File: config.mk
export PLATFORM = sky130hd
export DESIGN_NAME = pc_call_stack
export DESIGN_NICKNAME = d
export VERILOG_FILES = /design/src/rtl/pc_call_stack.sv
export SDC_FILE = /design/constraint.sdc
export NUM_CORES = 1
export LEC_CHECK = 0
export CORE_UTILIZATION = 35
export CTS_CLUSTER_DIAMETER = 30
export DETAILED_ROUTE_END_ITERATION = 8
export GPL_ROUTABILITY_DRIVEN = 1
export GPL_TIMING_DRIVEN = 1
export PLACE_DENSITY = 0.56
export SETUP_SLACK_MARGIN = 0.3
export SYNTH_ARGS = -nofsm -noshare
export SYNTH_HDL_FRONTEND = slang
export SYNTH_SLANG_ARGS = --single-unit
File: constraint.sdc
create_clock -name CLK -period 2.94 [get_ports CLK]
set_clock_uncertainty 0.1 [all_clocks]
set_input_delay 0.588 -clock CLK [delete_from_list [all_inputs] [get_ports CLK]]
set_output_delay 0.588 -clock CLK [all_outputs]
set_load 0.01 [all_outputs]
File: src/rtl/pc_call_stack.sv
// Program counter with hardware return-address stack (CALL/RET) and interrupt-vector jump.
// Latency: one cycle, all outputs registered. Backpressure: none; every strobe acts on the next edge.
// Optional macro PC_STACK_TRAP_EN redirects any stack overflow/underflow to TRAP_ADDR.
module pc_call_stack #(
    parameter int              AW        = 10,
    parameter int              DEPTH     = 8,
    parameter logic [AW-1:0]   INT_VEC   = 'h3FF,
    parameter logic [AW-1:0]   TRAP_ADDR = 'h3FE
) (
    input  logic                         CLK,
    input  logic                         RST_N,
    input  logic [AW-1:0]                DIN,
    input  logic                         PC_LD,
    input  logic                         PC_INC,
    input  logic                         CALL,
    input  logic                         RET,
    input  logic                         INT_TAKE,
    output logic [AW-1:0]                PC_COUNT,
    output logic [$clog2(DEPTH+1)-1:0]   STK_DEPTH,
    output logic                         STK_EMPTY,
    output logic                         STK_FULL,
    output logic                         STK_ERR
);
    localparam int DW = $clog2(DEPTH+1);
    localparam int IW = $clog2(DEPTH);

    logic [AW-1:0] stk_mem [DEPTH];
    logic [AW-1:0] pc_inc;
    logic [AW-1:0] pc_nxt;
    logic [AW-1:0] push_dat;
    logic [DW-1:0] depth_nxt;
    logic [IW-1:0] wr_idx;
    logic [IW-1:0] rd_idx;
    logic          push_en;
    logic          fault;
    logic          err_nxt;

    assign pc_inc    = PC_COUNT + AW'(1);
    assign wr_idx    = IW'(STK_DEPTH);
    assign rd_idx    = IW'(STK_DEPTH - DW'(1));
    assign STK_EMPTY = (STK_DEPTH == '0);
    assign STK_FULL  = (STK_DEPTH == DW'(DEPTH));

    // Priority chain selects exactly one action, so push and pop never coincide.
    always_comb begin
        pc_nxt    = PC_COUNT;
        depth_nxt = STK_DEPTH;
        err_nxt   = STK_ERR;
        push_en   = 1'b0;
        push_dat  = pc_inc;
        fault     = 1'b0;
        if (INT_TAKE || CALL) begin
            pc_nxt   = INT_TAKE ? INT_VEC : DIN;
            push_dat = INT_TAKE ? PC_COUNT : pc_inc;
            if (STK_FULL) begin
                fault = 1'b1;
            end else begin
                push_en   = 1'b1;
                depth_nxt = STK_DEPTH + DW'(1);
            end
        end else if (RET) begin
            if (STK_EMPTY) begin
                fault = 1'b1;
            end else begin
                pc_nxt    = stk_mem[rd_idx];
                depth_nxt = STK_DEPTH - DW'(1);
            end
        end else if (PC_LD) begin
            pc_nxt = DIN;
        end else if (PC_INC) begin
            pc_nxt = pc_inc;
        end
        if (fault) begin
            err_nxt = 1'b1;
        end
`ifdef PC_STACK_TRAP_EN
        if (fault) begin
            pc_nxt = TRAP_ADDR;
        end
`endif
    end

`ifndef PC_STACK_TRAP_EN
    logic unused_trap_addr;
    assign unused_trap_addr = ^TRAP_ADDR;
`endif

    always_ff @(posedge CLK or negedge RST_N) begin
        if (!RST_N) begin
            PC_COUNT  <= '0;
            STK_DEPTH <= '0;
            STK_ERR   <= 1'b0;
        end else begin
            PC_COUNT  <= pc_nxt;
            STK_DEPTH <= depth_nxt;
            STK_ERR   <= err_nxt;
        end
    end

    // Stack storage needs no reset: depth alone defines which entries are live.
    always_ff @(posedge CLK) begin
        if (push_en) begin
            stk_mem[wr_idx] <= push_dat;
        end
    end
endmodule

==> impl_metrics.py, run 1 <==
metrics = {
    "die": {
        "fp.dieArea_mm2": 0.0133,
        "rows": 41,
        "start_util_pct": 35.9,
        "ios": 34,
        "die_h_um": 115,
        "core_mm2": 0.0126,
        "die_width_um": 115,
    },
    "routing": {
        "met2_length_mm": 4.99,
        "drc": 0,
        "vias_per_cell": 5.30,
        "avgRoutedWirePerCell_um": 20.5,
        "highest_layer": "met4",
        "wl_met3_um": 733,
        "num_vias": 2907,
        "wl_mm": 11.2,
        "ant_nets": 0,
        "drt_iter0_markers": 246,
        "m1WireLength_mm": 5.08,
        "dr.pass1.iters": 5,
    },
    "placement": {
        "numPortBuffers": 33,
        "dp_hpwl_mm": 7.83,
        "dp_cells": 532,
        "place.gp.congestion": 0.860,
    },
    "clock_network": {
        "cts_buffers": 9,
        "cts-root-buf": "clkbuf_16",
        "htreeDepth": 3,
        "clock_sinks": 95,
        "cts_tree": "done",
        "clk_latency_ns": 0.34,
        "cts.path.max_buffers": 2,
        "cts.clk_slew.worst_paths_ns": 0.07,
        "ctsHoldBuffers": 0,
        "cts_setup_buffers": 0,
    },
    "grt": {
        "grt_antenna_before_repair": 0,
        "grt_usage_pct": 18.3,
        "grt_pass1_wl_mm": 17.3,
        "first_global_vias": 2871,
        "gr-total-overflow": 0,
        "grt_start_max_net_pins": 28,
    },
    "timing": {
        "finalCritPeriodShare_pct": 86.5,
        "hold_viol": 0,
        "tns_ns": 0,
        "max_freq_ghz": 0.393,
        "tightest_slew_ns": 0.871,
        "rsz0062_at_grt": "no",
        "timing.final.crit_period_ns": 2.54,
        "slew_headroom_pct": 41.3,
        "drv_slew": 0,
        "setup_violations": 0,
    },
    "power_and_ir_drop": {
        "vdd_drop_max_uv": 408,
        "power.internal_uw": 3700,
        "seqPwrFrac_pct": 36.4,
        "p_comb_share_pct": 42.8,
        "p_sw_uw": 2090,
        "switching_share_pct": 36.1,
        "p_clk_share_pct": 20.7,
        "p_leak_uw": 0.00189,
        "powerDensity_mw_per_mm2": 1060,
    },
    "synth": {
        "synth_top_area_share_pct": 53.3,
        "synth_seq_cells": 95,
        "syn-instance-count": 323,
        "ys_seq_area_share_pct": 61.6,
        "yosysMostFrequentCell": "edfxtp_1",
        "syn-num-nets": 343,
        "netlist_top_cells_count": "edfxtp_1, nand3_1, mux2i_1, nor2_1, dfrtp_1",
        "ys_warn_count": 0,
        "yosys.area.top_type": "edfxtp_1",
        "syn_area_mm2": 0.00451,
        "synth_top_flop_cell": "edfxtp_1",
        "synth.area.top_cells": "edfxtp_1, dfrtp_1, mux2i_1, mux4_2, nand3_1",
        "avgSynthCellArea_um2": 14.0,
        "ys_types": 56,
        "synth-edff-count": 80,
        "async_flop_share_pct": 15.8,
    },
    "layout": {
        "fin_nets": 391,
        "layout.cells.non_filler": 548,
        "syn2layout_area_growth_pct": 21.4,
        "drive_above_1_share_pct": 17.8,
        "antenna_cells": 0,
    },
    "setup_path": {
        "worstSetupStartpointType": "register",
        "cp_max_fo": 5,
        "r2r-end": "stk_mem[3][9]",
        "endpoint_kind": "primary output",
        "arrival_ns": 1.86,
        "r2r_cells": 3,
        "ff2ff_setup_slack_ns": 0.60,
        "cp.required_ns": 2.25,
        "path_class": "register to primary output",
        "rr_startpoint": "PC_COUNT[2]",
    },
    "outcome": {
        "status": "finished, final reports clean",
    },
    "worst_hold_path": {
        "hold_path_depth": 2,
        "hold_path_end": "STK_ERR",
        "hp-class": "register to register",
        "min-delay-start": "STK_ERR",
    },
    "flow_run": {
        "cap_viol_max_count": 0,
    },
}
## power groups by stage
stage	Combinational [uW]	Clock (uW)	Sequential (uW)
after floorplan	1650	0	2100
after global placement	2490	0	2130
after detailed placement	2480	0	2140
after CTS	2530	1240	2110
after global routing	2680	1290	2140
final	2480	1200	2110
## timing repair
item / in CTS / in global routing
pin swaps: 0 / 0
endpoints found under the setup margin: 2 / 1
gates resized for setup: 3 / 1
## placed cells by master (no fill, tap or decap), types with 2 or more instances in the layout
master	n
nor3_1	6
o211ai_1	4
clkdlybuf4s50_1	32
dfrtp_1	15
o22ai_1	4
a31oi_1	7
a41oi_1	2
o21ai_1	3
and4_1	2
a2bb2oi_1	2
a21oi_1	2
buf_4	25
mux4_2	7
nor2_1	17
mux4_1	4
mux2_2	5
a221oi_1	3
inv_6	3
o21ai_0	6
xor2_1	5
nand2_1	13
a211oi_1	5
inv_1	7
nand2b_1	6
edfxtp_1	80
nor4_1	4
o21a_1	4
a211o_1	2
mux2i_1	18
nand4_1	7
clkbuf_16	9
ha_1	2
xnor2_1	11
nand3_1	23
## routing by layer
layer	vias up	GRT usage, %
met5	-	0
met4	0	11.2
met3	23	3.14
met2	100	26.7
met1	1419	25.6
li1	1365	-
## how the worst max path moves through the flow
stage / start / endpoint / slack [ns] / cells past startpoint
global route: STK_DEPTH[0] / STK_FULL / 0.32 / 4
finish: STK_DEPTH[0] / STK_FULL / 0.40 / 4
global placement: CALL / PC_COUNT[2] / 0.20 / 5
CTS: STK_DEPTH[0] / STK_FULL / 0.32 / 4
detailed placement: INT_TAKE / stk_mem[4][3] / 0.13 / 5
floorplan: STK_DEPTH[0] / stk_mem[2][0] / 0.19 / 8
## state kept, by name (all words and copies together), names as in the netlist
signal	count
STK_ERR	1
PC_COUNT	10
STK_DEPTH	4
stk_mem	80
## cell type report
class / count / area [um2]
Clock inverter: 7 / 83.8
Timing Repair Buffer: 58 / 517
Multi-Input combinational cell: 198 / 1620
Fill cell: 1133 / 7100
Tap cell: 172 / 215
Inverter: 9 / 36.3
Sequential cell: 95 / 2780
Clock buffer: 9 / 225
## critical path: stages, from the launching register on
cell and delay [ns]:
dfrtp_1 0.38, inv_1 0.11, ha_4 0.19, and3b_2 0.27, clkdlybuf4s50_1 0.56
## stage by stage
stage	util (%)	total power [uW]	hold slack, ns	area, um2	setup slack (ns)
floorplan	-	3740	0.192	4530	0.191
global placement	41.0	4620	0.371	5150	0.197
global route	43.5	6120	0.420	5470	0.323
detailed placement	41.0	4620	0.372	5150	0.126
CTS	43.5	5870	0.390	5470	0.317
finish	43.5	5790	0.385	5470	0.396
## kinds of logic (layout without fill, tap and decap cells)
kind of cell	count (synthesis)	in the layout	synth area share, %
AO/OA/AOI/OAI	55	55	9.13
XOR/XNOR	18	18	3.83
adder cells (fa/ha/maj)	3	3	0.833
buffers and inverters	30	83	3.25
flip-flops	95	95	61.6
multiplexers	35	35	11.3
AND/OR/NAND/NOR	87	87	10.0
Power figures use the tool's default switching activity.
==> run 2: changes to the inputs <==
- SETUP_SLACK_MARGIN: 0.3 -> 0.05
==> impl_metrics.py, run 2 (same netlist as run 1, synthesis figures left out) <==
metrics = {
    "outcome": {
        "status": "finished, final reports clean",
    },
    "clock_network": {
        "cts.path.max_buffers": 2,
        "cts_buffers": 9,
        "cts_setup_buffers": 0,
        "cts.clk_slew.worst_paths_ns": 0.07,
        "ctsHoldBuffers": 0,
        "cts-root-buf": "clkbuf_16",
        "cts_tree": "done",
        "clock_sinks": 95,
        "cts.repair.resized": 0,
        "clk_latency_ns": 0.34,
        "htreeDepth": 3,
    },
    "die": {
        "start_util_pct": 35.9,
        "core_mm2": 0.0126,
        "die_h_um": 115,
        "ios": 34,
        "die_width_um": 115,
        "rows": 41,
        "fp.dieArea_mm2": 0.0133,
    },
    "timing": {
        "drv_slew": 0,
        "tns_ns": 0,
        "timing.final.crit_period_ns": 2.74,
        "setup_violations": 0,
        "finalCritPeriodShare_pct": 93.2,
        "slew_headroom_pct": 42.0,
        "hold_viol": 0,
        "max_freq_ghz": 0.365,
        "rsz0062_at_grt": "no",
        "tightest_slew_ns": 0.860,
    },
    "layout": {
        "largest_reg_flops": 80,
        "drive_above_1_share_pct": 15.8,
        "antenna_cells": 0,
        "fin_nets": 389,
        "largest_register": "stk_mem",
        "nFillCells": 1137,
        "largestRegisters": "stk_mem: 80 flops, PC_COUNT: 10 flops, STK_DEPTH: 4 flops",
        "syn2layout_area_growth_pct": 20.6,
        "finalInstanceArea_mm2": 0.00544,
        "final_cell_mix": "edfxtp_1, clkdlybuf4s50_1, nand3_1, buf_4",
        "layout_commonest_cell": "edfxtp_1",
    },
    "setup_path": {
        "worstSetupStartpointType": "register",
        "cp.required_ns": 2.25,
        "endpoint_kind": "primary output",
        "r2r_cells": 6,
        "r2r-end": "PC_COUNT[6]",
        "path_class": "register to primary output",
        "rr_startpoint": "STK_DEPTH[1]",
        "cp_max_fo": 11,
        "arrival_ns": 2.05,
        "ff2ff_setup_slack_ns": 0.53,
    },
    "placement": {
        "dp_hpwl_mm": 7.71,
        "numPortBuffers": 33,
        "placed_area_mm2": 0.00513,
        "place.gp.congestion": 0.872,
    },
    "routing": {
        "avgRoutedWirePerCell_um": 21.4,
        "drt_iter0_markers": 267,
        "wl_mm": 11.7,
        "ant_nets": 0,
        "num_vias": 3007,
        "drc": 0,
        "dr.pass1.iters": 4,
        "vias_per_cell": 5.52,
    },
    "grt": {
        "grt_busiest_layer": "met2",
        "gr-total-overflow": 0,
        "met3_usage_pct": 2.20,
        "grt_usage_pct": 19.0,
        "use_met2_pct": 28.9,
        "first_global_vias": 2974,
        "gr-usage-met1_pct": 25.6,
        "grt_antenna_before_repair": 0,
        "grt_start_max_net_pins": 28,
        "grt_pass1_wl_mm": 17.7,
    },
    "power_and_ir_drop": {
        "vdd_drop_max_uv": 409,
        "powerDensity_mw_per_mm2": 1070,
        "p_leak_uw": 0.00188,
    },
    "worst_hold_path": {
        "hold_path_end": "STK_ERR",
        "min-delay-start": "STK_ERR",
        "hp-class": "register to register",
        "hold_path_depth": 2,
    },
    "flow_run": {
        "cap_viol_max_count": 0,
    },
}
[run 2: area by class of cell]
cell class	count	area, um2	share of cell area, %
clock buffers	9	225	4.14
inverters	9	36.3	0.667
flip-flops and latches	95	2780	51.1
clock inverters	6	85.1	1.56
well taps	172	215	3.96
multi-input cells	198	1600	29.3
repair buffers	56	503	9.25
[run 2: metal layers]
layer  wire length, um  up-vias
met5                 0        -
met4               599        0
met3               698       32
met2              5240      127
met1              5120     1487
li1                  -     1361
[run 2: stage by stage]
step / power (uW) / utilization, % / hold slack (ns) / setup slack, ns / instances
2_1_floorplan: 3730 / - / 0.192 / 0.107 / 323
4_1_cts: 5860 / 43.3 / 0.392 / 0.175 / 545
3_5_place_dp: 4620 / 40.8 / 0.376 / 0.365 / 530
3_3_place_gp: 4610 / 40.8 / 0.378 / 0.381 / 530
5_1_grt: 6090 / 43.3 / 0.421 / 0.0782 / 545
6_report: 5800 / 43.3 / 0.381 / 0.201 / 545
[run 2: power breakdown]
part           switching, uW  internal (uW)
combinational           1410           1050
sequential               185           1930
clock                    487            739
total                   2080           3720
[run 2: worst max-delay path by stage]
stage               slack [ns]            end          from
finish                    0.20      STK_EMPTY  STK_DEPTH[2]
global route              0.08      STK_EMPTY  STK_DEPTH[0]
CTS                       0.17      STK_EMPTY  STK_DEPTH[1]
detailed placement        0.36  stk_mem[7][8]      INT_TAKE
global placement          0.38    PC_COUNT[2]          CALL
floorplan                 0.11  stk_mem[2][0]  STK_DEPTH[0]
[run 2: critical path, cell delays in order (launching register included)]
cell	delay (ns)
dfrtp_1	0.55
or3b_4	0.50
inv_4	0.11
clkdlybuf4s50_1	0.54
==> run 3: changes to the inputs <==
--- a/config.mk
+++ b/config.mk
@@ -12,5 +12,7 @@
 export GPL_TIMING_DRIVEN = 1
 export PLACE_DENSITY = 0.56
+export RECOVER_POWER = 50
 export SETUP_SLACK_MARGIN = 0.05
+export SLEW_MARGIN = 20
 export SYNTH_ARGS = -nofsm -noshare
 export SYNTH_HDL_FRONTEND = slang
==> constraint.sdc (replaced) <==
create_clock -name CLK -period 2.94 [get_ports CLK]
set_clock_uncertainty 0.1 [all_clocks]
set_input_delay 0.294 -clock CLK [delete_from_list [all_inputs] [get_ports CLK]]
set_output_delay 0.294 -clock CLK [all_outputs]
set_load 0.01 [all_outputs]
==> impl_metrics.py, run 3 (same netlist as run 1, synthesis figures left out) <==
metrics = {
    "timing": {
        "max_freq_ghz": 0.358,
        "drv_slew": 0,
        "tns_ns": 0,
        "finalCritPeriodShare_pct": 94.9,
        "setup_violations": 0,
        "hold_viol": 0,
        "slew_headroom_pct": 36.1,
        "setup_ws_ns": 0.149,
        "timing.final.crit_period_ns": 2.79,
        "rsz0062_at_grt": "no",
        "tightest_slew_ns": 0.958,
    },
    "clock_network": {
        "cts.clk_slew.worst_paths_ns": 0.07,
        "cts_tree": "done",
        "cts.path.max_buffers": 2,
        "cts_setup_buffers": 0,
        "cts-root-buf": "clkbuf_16",
        "ctsHoldBuffers": 0,
        "cts.repair.resized": 0,
        "cts_buffers": 9,
        "htreeDepth": 3,
        "clock_sinks": 95,
        "clk_latency_ns": 0.34,
    },
    "die": {
        "die_width_um": 115,
        "start_util_pct": 35.9,
        "ios": 34,
        "rows": 41,
        "fp.dieArea_mm2": 0.0133,
        "die_h_um": 115,
        "core_mm2": 0.0126,
    },
    "power_and_ir_drop": {
        "power_uw": 5720,
        "p_leak_uw": 0.00184,
        "vdd_drop_max_uv": 323,
        "powerDensity_mw_per_mm2": 1060,
    },
    "placement": {
        "numPortBuffers": 33,
        "dp_hpwl_mm": 7.71,
        "dp_slack_ns": 0.385,
        "place.gp.congestion": 0.868,
        "placed_area_mm2": 0.00510,
    },
    "setup_path": {
        "path_class": "register to primary output",
        "endpoint_kind": "primary output",
        "arrival_ns": 2.40,
        "worstSetupStartpointType": "register",
        "cp.required_ns": 2.55,
        "cp_max_fo": 8,
    },
    "outcome": {
        "status": "finished, final reports clean",
    },
    "layout": {
        "post-route-util_pct": 43.0,
        "fin_nets": 386,
        "final_cell_mix": "edfxtp_1, nand3_1, nor2_1, mux2i_1, dlygate4sd3_1",
        "syn2layout_area_growth_pct": 19.9,
        "largestRegisters": "stk_mem: 80 flops, PC_COUNT: 10 flops, STK_DEPTH: 4 flops",
        "largest_reg_flops": 80,
        "layout_commonest_cell": "edfxtp_1",
        "antenna_cells": 0,
        "finalInstanceArea_mm2": 0.00541,
        "drive_above_1_share_pct": 14.6,
        "largest_register": "stk_mem",
    },
    "flow_run": {
        "cap_viol_max_count": 0,
    },
    "routing": {
        "num_vias": 2986,
        "wl_mm": 11.4,
        "ant_nets": 0,
        "drt_iter0_markers": 226,
        "vias_per_cell": 5.50,
        "drc": 0,
        "dr.pass1.iters": 4,
        "avgRoutedWirePerCell_um": 21.1,
    },
    "grt": {
        "gr-total-overflow": 0,
        "grt_antenna_before_repair": 0,
        "first_global_vias": 2980,
        "grt_pass1_wl_mm": 17.8,
        "grt_usage_pct": 18.7,
        "grt_start_max_net_pins": 28,
    },
    "worst_hold_path": {
        "hp-class": "input pin to async pin",
    },
}
-- run 3: changes by cell type in the layout (fill, tap and decap cells not counted), moves of 2 or more --
cell,change
buf_4,-8
clkbuf_2,+3
o21ai_0,+2
dlygate4sd3_1,+17
o21ai_1,-2
clkbuf_1,+3
clkdlybuf4s50_1,-17
-- run 3: layout make-up --
type,instances,area [um2]
clock buffer,10,229
multi-input combinational,198,1590
inverter,9,36.3
tap,172,215
timing repair buffer,53,465
fill,1142,7160
sequential,95,2780
clock inverter,6,92.6
-- run 3: final timing paths --
| check | start | end | slack, ns | depth (start not counted) |
|---|---|---|---|---|
| min in group CLK | STK_ERR | STK_ERR | 0.40 | 2 |
| worst min register to register | STK_ERR | STK_ERR | 0.40 | 2 |
| worst max register to register | STK_DEPTH[1] | PC_COUNT[6] | 0.38 | 6 |
| max in group asynchronous | RST_N | PC_COUNT[4] | 1.86 | 1 |
| worst max-delay path | STK_DEPTH[1] | STK_EMPTY | 0.15 | 5 |
| worst min-delay path | RST_N | STK_DEPTH[0] | 0.38 | 1 |
-- run 3: power breakdown --
part / internal, uW / switching (uW) / leakage [uW]
clock: 751 / 493 / 0.000150
sequential: 1930 / 196 / 0.000880
combinational: 1000 / 1340 / 0.000807
total: 3690 / 2030 / 0.00184
-- run 3: critical path, stage by stage, from the launching register on --
cell and delay (ns):
dfrtp_1 0.47, inv_1 0.13, ha_1 0.33, or3b_4 0.47
inv_4 0.10, clkdlybuf4s50_1 0.54
-- run 3: per-layer routing --
metal	share of wire, %	global-route usage (%)	up-vias
met5	0	0	-
met4	3.8	8.40	0
met3	5.5	4.29	26
met2	45	28.6	108
met1	45	25.5	1496
li1	-	-	1356
-- run 3: stage by stage --
step	hold WS, ns	cells
2_1_floorplan	-0.102	323
3_3_place_gp	0.367	527
3_5_place_dp	0.397	527
4_1_cts	0.319	543
5_1_grt	0.417	543
6_report	0.378	543
